$ cat src/rtl/q_layer_seq.sv
// Sequenced Twofish q0/q1 byte-permutation layer behind a valid/ready handshake.
// Define Q_LAYER_SEQ_PARALLEL_EN for four parallel q0/q1 lanes (one-cycle RUN).
module q_layer_seq (
  input  logic        clk,
  input  logic        rst_n,
  input  logic        in_valid,
  output logic        in_ready,
  input  logic [31:0] in_word,
  input  logic [3:0]  in_sel,
  output logic        out_valid,
  input  logic        out_ready,
  output logic [31:0] out_word,
  output logic        busy
);

  localparam logic [1:0] IDLE = 2'd0;
  localparam logic [1:0] RUN  = 2'd1;
  localparam logic [1:0] DONE = 2'd2;

  // Nibble S-box tables, entry 0 in the most significant nibble.
  localparam logic [63:0] Q0_T0 = 64'h817D6F320B59ECA4;
  localparam logic [63:0] Q0_T1 = 64'hECB81235F4A6709D;
  localparam logic [63:0] Q0_T2 = 64'hBA5E6D90C8F32471;
  localparam logic [63:0] Q0_T3 = 64'hD7F4126E9B3085CA;
  localparam logic [63:0] Q1_T0 = 64'h28BDF76E31940AC5;
  localparam logic [63:0] Q1_T1 = 64'h1E2B4C376DA5F908;
  localparam logic [63:0] Q1_T2 = 64'h4C75169A0ED82B3F;
  localparam logic [63:0] Q1_T3 = 64'hB951C3DE647F208A;

  function automatic logic [3:0] tlk(input logic [63:0] t, input logic [3:0] i);
    return t[(15 - int'(i)) * 4 +: 4];
  endfunction

  function automatic logic [7:0] qperm(input logic [7:0] x,
                                       input logic [63:0] t0, input logic [63:0] t1,
                                       input logic [63:0] t2, input logic [63:0] t3);
    logic [3:0] a0, b0, a1, b1, a2, b2, a3, b3, a4, b4;
    a0 = x[7:4];
    b0 = x[3:0];
    a1 = a0 ^ b0;
    b1 = a0 ^ {b0[0], b0[3:1]} ^ {a0[0], 3'b000};
    a2 = tlk(t0, a1);
    b2 = tlk(t1, b1);
    a3 = a2 ^ b2;
    b3 = a2 ^ {b2[0], b2[3:1]} ^ {a2[0], 3'b000};
    a4 = tlk(t2, a3);
    b4 = tlk(t3, b3);
    return {b4, a4};
  endfunction

  function automatic logic [7:0] q0(input logic [7:0] x);
    return qperm(x, Q0_T0, Q0_T1, Q0_T2, Q0_T3);
  endfunction

  function automatic logic [7:0] q1(input logic [7:0] x);
    return qperm(x, Q1_T0, Q1_T1, Q1_T2, Q1_T3);
  endfunction

  logic [1:0]  state;
  logic [1:0]  cnt;
  logic [31:0] word_r;
  logic [3:0]  sel_r;
  logic [31:0] result;

`ifdef Q_LAYER_SEQ_PARALLEL_EN
  logic [31:0] par_q;
  for (genvar i = 0; i < 4; i++) begin : g_lane
    assign par_q[8*i +: 8] = sel_r[i] ? q1(word_r[8*i +: 8]) : q0(word_r[8*i +: 8]);
  end
`else
  // One shared q0/q1 pair; the lane is picked purely from registered cnt/sel_r.
  logic [7:0] lane_byte;
  logic [7:0] lane_q;
  assign lane_byte = word_r[{cnt, 3'b000} +: 8];
  assign lane_q    = sel_r[cnt] ? q1(lane_byte) : q0(lane_byte);
`endif

  // NOTE: every register here, including the result word, sits on the async
  // reset so an aborted request can never leak stale bytes; use <= only.
  always_ff @(posedge clk or negedge rst_n) begin
    if (!rst_n) begin
      state  <= IDLE;
      cnt    <= 2'd0;
      word_r <= 32'd0;
      sel_r  <= 4'd0;
      result <= 32'd0;
    end else begin
      case (state)
        IDLE: begin
          if (in_valid) begin
            word_r <= in_word;
            sel_r  <= in_sel;
            result <= 32'd0;
            cnt    <= 2'd0;
            state  <= RUN;
          end
        end
        RUN: begin
`ifdef Q_LAYER_SEQ_PARALLEL_EN
          result <= par_q;
          state  <= DONE;
`else
          result[{cnt, 3'b000} +: 8] <= lane_q;
          cnt <= cnt + 2'd1;
          if (cnt == 2'd3) state <= DONE;
`endif
        end
        DONE: begin
          if (out_ready) state <= IDLE;
        end
        default: state <= IDLE;
      endcase
    end
  end

  assign in_ready  = (state == IDLE);
  assign out_valid = (state == DONE);
  assign busy      = (state != IDLE);
  assign out_word  = result;

endmodule

$ cat config.mk
export PLATFORM = sky130hd
export DESIGN_NAME = q_layer_seq
export DESIGN_NICKNAME = d
export VERILOG_FILES = /design/src/rtl/q_layer_seq.sv
export SDC_FILE = /design/constraint.sdc
export NUM_CORES = 1
export LEC_CHECK = 0
export BUFFER_PORTS_ARGS = -buffer_cell sky130_fd_sc_hd__buf_2
export CORE_MARGIN = 2
export CORE_UTILIZATION = 50
export CTS_CLUSTER_SIZE = 28
export DETAILED_ROUTE_END_ITERATION = 16
export PLACE_DENSITY = 0.81
export SLEW_MARGIN = 20
export SYNTH_ARGS = -nofsm -noshare
export SYNTH_HDL_FRONTEND = slang
export SYNTH_SLANG_ARGS = --single-unit
export TNS_END_PERCENT = 5
$ cat constraint.sdc
create_clock -name clk -period 4.3 [get_ports clk]
set_input_delay 0.43 -clock clk [delete_from_list [all_inputs] [get_ports clk]]
set_output_delay 0.43 -clock clk [all_outputs]
set_load 0.01 [all_outputs]
==> summary.txt, run 1 <==
Synth
  – Synth Cell Area: 5000 µm²
  – Synth Flop Type: dfrtp_1
  – Flops & latches, synth: 72
  – Ys Warns: 0
  – Post-synth net total: 494
  – Ys async rst share: 100%
  – Post-Synth XOR/XNOR Area: 10.1%
  – Post-synthesis cell count: 428
  – Post-synthesis mux area share: 23.5%
  – Compound-Gate Fraction of Synth Area: 12.1%
  – Syn avg cell area: 11.7 µm²
  – EDFF count, synth: 0
  – Largest family of logic cells by synthesized area: multiplexers
  – Post-synthesis cell type count: 64
  – Adder-cell share of the synthesized area: 6.50%
  – Synth Area in Simple Gates: 7.95%
  – Register area share after synthesis: 36.0%

Cells and area
  – Area growth syn-to-layout: 14.3%
  – Final cell count without fillers: 646
  – Fin area: 5720 µm²
  – FILL cells: 820
  – Diode count: 0
  – Post-layout nets: 574
  – Fraction of layout instances using a drive strength above 1: 37.2%

Clock tree
  – Clk slew on worst S/H paths: 0.08 ns
  – H-tree depth: 3
  – Post-cts resize count: 0
  – CTS tree: yes
  – CTS Buffer Depth: 2
  – Total CTS buffers: 9
  – Clk sink count: 72
  – Post-CTS Setup Bufs: 0
  – Clk_lat worst skew: 0.37 ns
  – Clk root buf: clkbuf_8
  – CTS hold repair buffers: 0

Timing
  – Final TNS setup: 0 ns
  – Final hold vios: 0
  – Fmax: 248 MHz
  – Worst Skew: 0.0140 ns
  – Fin crit share: 93.7%
  – Worst rel slew slack: 48.5%
  – Fin crit period: 4.03 ns
  – Setup violators final: 0
  – Actual slew at the worst max-slew pin: 0.773 ns
  – RSZ-0062 raised after global routing: false
  – Pins Over Slew Limit: 0

Worst setup path
  – WS Path Type: register to register
  – Required time of the critical path: 4.60 ns
  – Crit path max fanout: 8
  – Buf/Inv on CP: 1
  – Worst setup SP type: register
  – Cell Chain, Critical Path: mux4_2, xnor2_1, inv_1, ha_1, or2_2, mux2_2, mux2i_4, xor2_2, mux4_2, a22oi_2, a22o_1
  – Most common cell on crit path: mux4_2
  – WP data arrival: 4.33 ns
  – Crit path capture type: register
  – RR Startpoint: cnt[0]$_DFFE_PN0P_
  – CP top delay family: multiplexers
  – Critical Path Start: cnt[0]$_DFFE_PN0P_
  – Slowest CP cell: mux4_2
  – Max incr delay on CP: 0.64 ns

Floorplanning
  – Core area: 9730 µm²
  – Initial core utilization: 51.4%
  – Row cnt: 36
  – Die W: 104 µm
  – Io pins: 75
  – Die ar.: 10800 µm²
  – Die Span Y: 104 µm

Placed design
  – Placed Cells incl. Taps: 630
  – Port Buffers: 74
  – Gpl congestion: 0.869
  – Post-place instance area: 5500 µm²
  – Final HPWL DP: 8490 µm

GRT
  – First-pass GRT wire length: 18400 µm
  – GRT Total Usage: 21.2%
  – Largest net degree at the start of global routing: 39
  – Gr ovfl total: 0
  – Vias in the first global route: 3751
  – Initial antenna violation count: 0

Hold path
  – Hold Path Class: primary input to async pin

Detailed routing
  – Vias: 3588
  – DR pass1 iterations: 5
  – Detailed-route DRC error count: 0
  – Wirelength per Cell: 16.9 µm
  – Routed wire length: 10900 µm
  – Antenna Nets Post-Route: 0
  – DRT iter0 DRCs: 246
  – Number of vias per cell: 5.55

Job
  – Max-cap viol count: 0

Status
  – Status: finished clean
[cells in the final DEF (no fill, tap or decap), drive strengths merged, types with 2 or more instances in the layout]
master and n:
xor2 23, mux2 45, mux2i 33, a32o 4, nor2 8, a22oi 2
a21o 5, and2 3, nand2b 5, o221ai 2, a21boi 2, o21ai 26
nor3 3, nand3 5, or2 3, clkinv 3, o31ai 5, inv 25
nor3b 7, a22o 4, o211ai 5, clkinvlp 2, xnor2 16, and3 3
ha 26, dfrtp 72, clkbuf 10, a21oi 14, mux4 12, buf 83
nand2 37, nor2b 3, a221oi 2
[cells by family (layout without fill, tap and decap cells)]
| logic type | after synthesis | after routing |
|---|---|---|
| muxes | 90 | 90 |
| and+or+nand+nor | 81 | 81 |
| AOI/OAI and AO/OA | 79 | 79 |
| DFF | 72 | 72 |
| xor gates and xnor gates | 41 | 41 |
| buffers and inverters | 39 | 124 |
| adders and majority gates | 26 | 26 |
[final cells by class]
cell class / count / area [µm²] / share of cell area [%]
multi-input cells: 317 / 3020 / 52.7
flip-flops and latches: 72 / 1800 / 31.5
repair buffers: 83 / 438 / 7.65
well taps: 133 / 166 / 2.91
clock buffers: 10 / 138 / 2.41
inverters: 25 / 93.8 / 1.64
clock inverters: 6 / 67.6 / 1.18
[sequential cells by signal, summed over array words and instances, names as in the netlist]
| signal | flops |
|---|---|
| out_word | 32 |
| word_r | 32 |
| sel_r | 4 |
| cnt | 2 |
| state | 2 |
[Yosys cell counts, types with 6 or more instances]
master	count	area, µm²
a21oi_1	9	45.0
clkbuf_1	6	22.5
dfrtp_1	72	1800
ha_1	26	325
inv_1	23	86.3
mux2_2	41	462
mux2i_1	28	280
mux4_2	12	270
nand2_1	37	139
nor2_1	8	30.0
nor3b_1	7	52.6
o21ai_1	22	110
xnor2_1	10	87.6
xor2_1	17	149
[metal layers]
layer / up-vias / routed length [µm] / part of all wire, % / global-route usage [%]
li1: 1694 / - / - / -
met1: 1759 / 4730 / 43 / 28.0
met2: 109 / 5330 / 49 / 33.6
met3: 26 / 594 / 5.4 / 4.95
met4: 0 / 252 / 2.3 / 9.17
met5: - / 0 / 0 / 0
[worst paths after layout]
path	to	slack (ns)	cells after the start
max reg2reg	out_word[19]$_DFFE_PN0P_	0.27	11
max in group asynchronous	cnt[0]$_DFFE_PN0P_	3.18	2
min reg2reg	out_word[31]$_DFFE_PN0P_	0.48	2
max	out_word[19]$_DFFE_PN0P_	0.27	11
min in group clk	word_r[17]$_DFFE_PN0P_	0.29	2
min	state[1]$_DFFE_PN0P_	0.14	1
[through the flow]
stage | worst slack (ns) | utilization (%) | hold WS (ns)
2_1_floorplan | 0.174 | - | 0.134
3_3_place_gp | 0.286 | 56.6 | 0.465
3_5_place_dp | 0.102 | 56.6 | 0.465
4_1_cts | 0.108 | 58.7 | 0.132
5_1_grt | 0.00475 | 58.8 | 0.176
6_report | 0.271 | 58.8 | 0.136
Power of run 1 is not shown: default switching activity piles up to over one toggle a cycle in this logic, so the estimate is an artifact.
==> run 2: changes to the inputs <==
Settings changed: CORE_UTILIZATION 50 to 40, PLACE_DENSITY 0.81 to 0.69.
Clock period 4.3 ns to 3.6 ns, I/O delays scaled along.
==> run 2 against run 1 <==
The run now ends with setup timing left. Cell area rose by 17%. Final cell count rose by 14%. Critical path depth did not move. Clock skew fell by 0.0049 ns. Non-clock buffer count rose by 56. Count of clock-buffer cells in the layout did not move. Setup slack got worse by 0.33 ns. Maximum frequency rose by 10%. Routed wire length rose by 9.8%. Global-route usage fell by 2.9 points. Critical path type unchanged. Highest routed layer unchanged.
==> summary.txt, run 2 (synthesized netlist as in run 1, its figures left out) <==
Status
  – Status: finished, violations left
  – Failing checks: setup timing

Timing
  – Fin crit share: 102% (+7.9 points)
  – Worst rel slew slack: 57.4% (+8.9 points)
  – Setup violators final: 6 (+6)
  – Fin crit period: 3.66 ns (-0.370 ns)
  – Final worst setup slack: -0.0592 ns (-0.330 ns)
  – RSZ-0062 raised after global routing: true
  – Hold Slack: 0.0531 ns (-0.0832 ns)
  – Worst Skew: 0.00910 ns (-0.00488 ns)
  – Pins Over Slew Limit: 0 (unchanged)
  – Actual slew at the worst max-slew pin: 0.639 ns (-0.134 ns)
  – Final hold vios: 0 (unchanged)
  – Fmax: 273 MHz (+10%)

Clock tree
  – Clk sink count: 72 (unchanged)
  – H-tree depth: 3 (unchanged)
  – CTS tree: yes
  – Total CTS buffers: 9 (unchanged)
  – Clk root buf: clkbuf_16
  – CTS hold repair buffers: 0 (unchanged)
  – CTS Buffer Depth: 2 (unchanged)
  – Clk slew on worst S/H paths: 0.06 ns (-0.02 ns)
  – Clk_lat worst skew: 0.33 ns (-0.04 ns)

Placed design
  – Final HPWL DP: 8960 µm (+5.6%)
  – Port Buffers: 74 (unchanged)
  – Gpl congestion: 0.896 (+3.1%)
  – Post-Place Worst Slack: -0.126 ns (-0.229 ns)

Worst setup path
  – WP data arrival: 3.93 ns (-0.40 ns)
  – WS Path Type: register to register
  – Required time of the critical path: 3.87 ns (-0.73 ns)
  – Crit path capture type: register
  – Worst setup SP type: register
  – Crit path max fanout: 5 (-3)
  – Slowest CP cell: xor3_2
  – Max incr delay on CP: 0.54 ns (-0.10 ns)
  – Most common cell on crit path: mux4_2
  – Cell Chain, Critical Path: buf_4, mux4_2, xor3_2, mux2_2, mux2i_4, xor2_2, ha_1, inv_1, mux4_2, a22oi_2, a22o_1

Detailed routing
  – DR pass1 iterations: 4 (-1)
  – Number of vias per cell: 5.17 (-7.0%)
  – Wirelength per Cell: 16.3 µm (-3.7%)
  – Antenna Nets Post-Route: 0 (unchanged)
  – DRT iter0 DRCs: 240 (-2.4%)
  – Vias: 3808 (+6.1%)
  – Detailed-route DRC error count: 0 (unchanged)
  – Routed wire length: 12000 µm (+9.8%)

GRT
  – First-pass GRT wire length: 19500 µm (+5.9%)
  – Vias in the first global route: 3931 (+4.8%)
  – Largest net degree at the start of global routing: 53 (+36%)
  – Gr ovfl total: 0 (unchanged)
  – GR peak layer: met2
  – Met2 Use GR: 30.8% (-2.7 points)
  – Initial antenna violation count: 0 (unchanged)
  – GRT Total Usage: 18.4% (-2.9 points)
  – Grt met1 use: 24.0% (-4.1 points)
  – Met3 Usage GRT: 4.03% (-0.92 points)

Cells and area
  – Commonest cells after routing, fill and taps aside: 73 x buf_2, 70 x dfrtp_1, 55 x buf_4
  – Most common cell after layout, fill and taps aside: buf_2
  – Area growth syn-to-layout: 33.3%
  – Post-layout nets: 630 (+9.8%)
  – Fraction of layout instances using a drive strength above 1: 48.9% (+12 points)
  – Diode count: 0 (unchanged)

Floorplanning
  – Io pins: 75 (unchanged)
  – Die W: 116 µm (+11%)
  – Core area: 12100 µm² (+24%)
  – Die ar.: 13400 µm² (+24%)
  – Initial core utilization: 41.3% (-10 points)
  – Die Span Y: 116 µm (+11%)
  – Row cnt: 40 (+11%)

Hold path
  – Hold Path Class: primary input to async pin

Job
  – Max-cap viol count: 0 (unchanged)
## run 2: worst paths after layout
check,start,endpoint,slack [ns],cells past startpoint
min,rst_n,sel_r[3]$_DFFE_PN0P_,0.05,1
min reg2reg,out_word[10]$_DFFE_PN0P_,out_word[10]$_DFFE_PN0P_,0.48,2
max,cnt[0]$_DFFE_PN0P_,out_word[3]$_DFFE_PN0P_,-0.06,11
min in group clk,in_word[24],word_r[24]$_DFFE_PN0P_,0.26,2
max reg2reg,cnt[0]$_DFFE_PN0P_,out_word[3]$_DFFE_PN0P_,-0.06,11
max in group asynchronous,rst_n,word_r[22]$_DFFE_PN0P_,2.82,2
## run 2: critical path: cells and delay by family, from the launching register on
kind	cells	cell delay, ns
AO/OA/AOI/OAI	2	0.49
XOR/XNOR	2	0.78
adder cells (fa/ha/maj)	1	0.20
buffers and inverters	2	0.18
flip-flops	1	0.40
multiplexers	4	1.55
## run 2: routing by layer
layer	routed length (µm)	part of all wire (%)	vias to the layer above
li1	-	-	1808
met1	5230	44	1877
met2	6070	51	105
met3	533	4.4	18
met4	153	1.3	0
met5	0	0	-
## run 2: timing repair
item | CTS | global route
setup endpoints to repair | 32 | 32
buffers inserted | 3 | 3
gates cloned | 0 | 0
resized for setup | 7 | 38
endpoints found under the hold margin | 0 | 0
pin swaps | 7 | 21
## run 2: final cells by class
cell class / instances / area, µm²
clock buffer: 10 / 239
timing repair buffer: 139 / 928
multi-input combinational: 317 / 3280
fill: 1061 / 5440
sequential: 72 / 1800
tap: 168 / 210
clock inverter: 6 / 115
inverter: 25 / 93.8
## run 2: stage by stage
| stage | instances | setup TNS [ns] | util [%] | area, µm² |
|---|---|---|---|---|
| floorplan | 428 | -1.70 | - | 5080 |
| global placement | 715 | -0.523 | 49.8 | 6040 |
| detailed placement | 715 | -2.40 | 49.8 | 6040 |
| CTS | 734 | -2.10 | 53.2 | 6450 |
| global route | 737 | -3.76 | 55.1 | 6670 |
| finish | 737 | -0.218 | 55.1 | 6670 |
Power of run 2 is left out for the same reason.
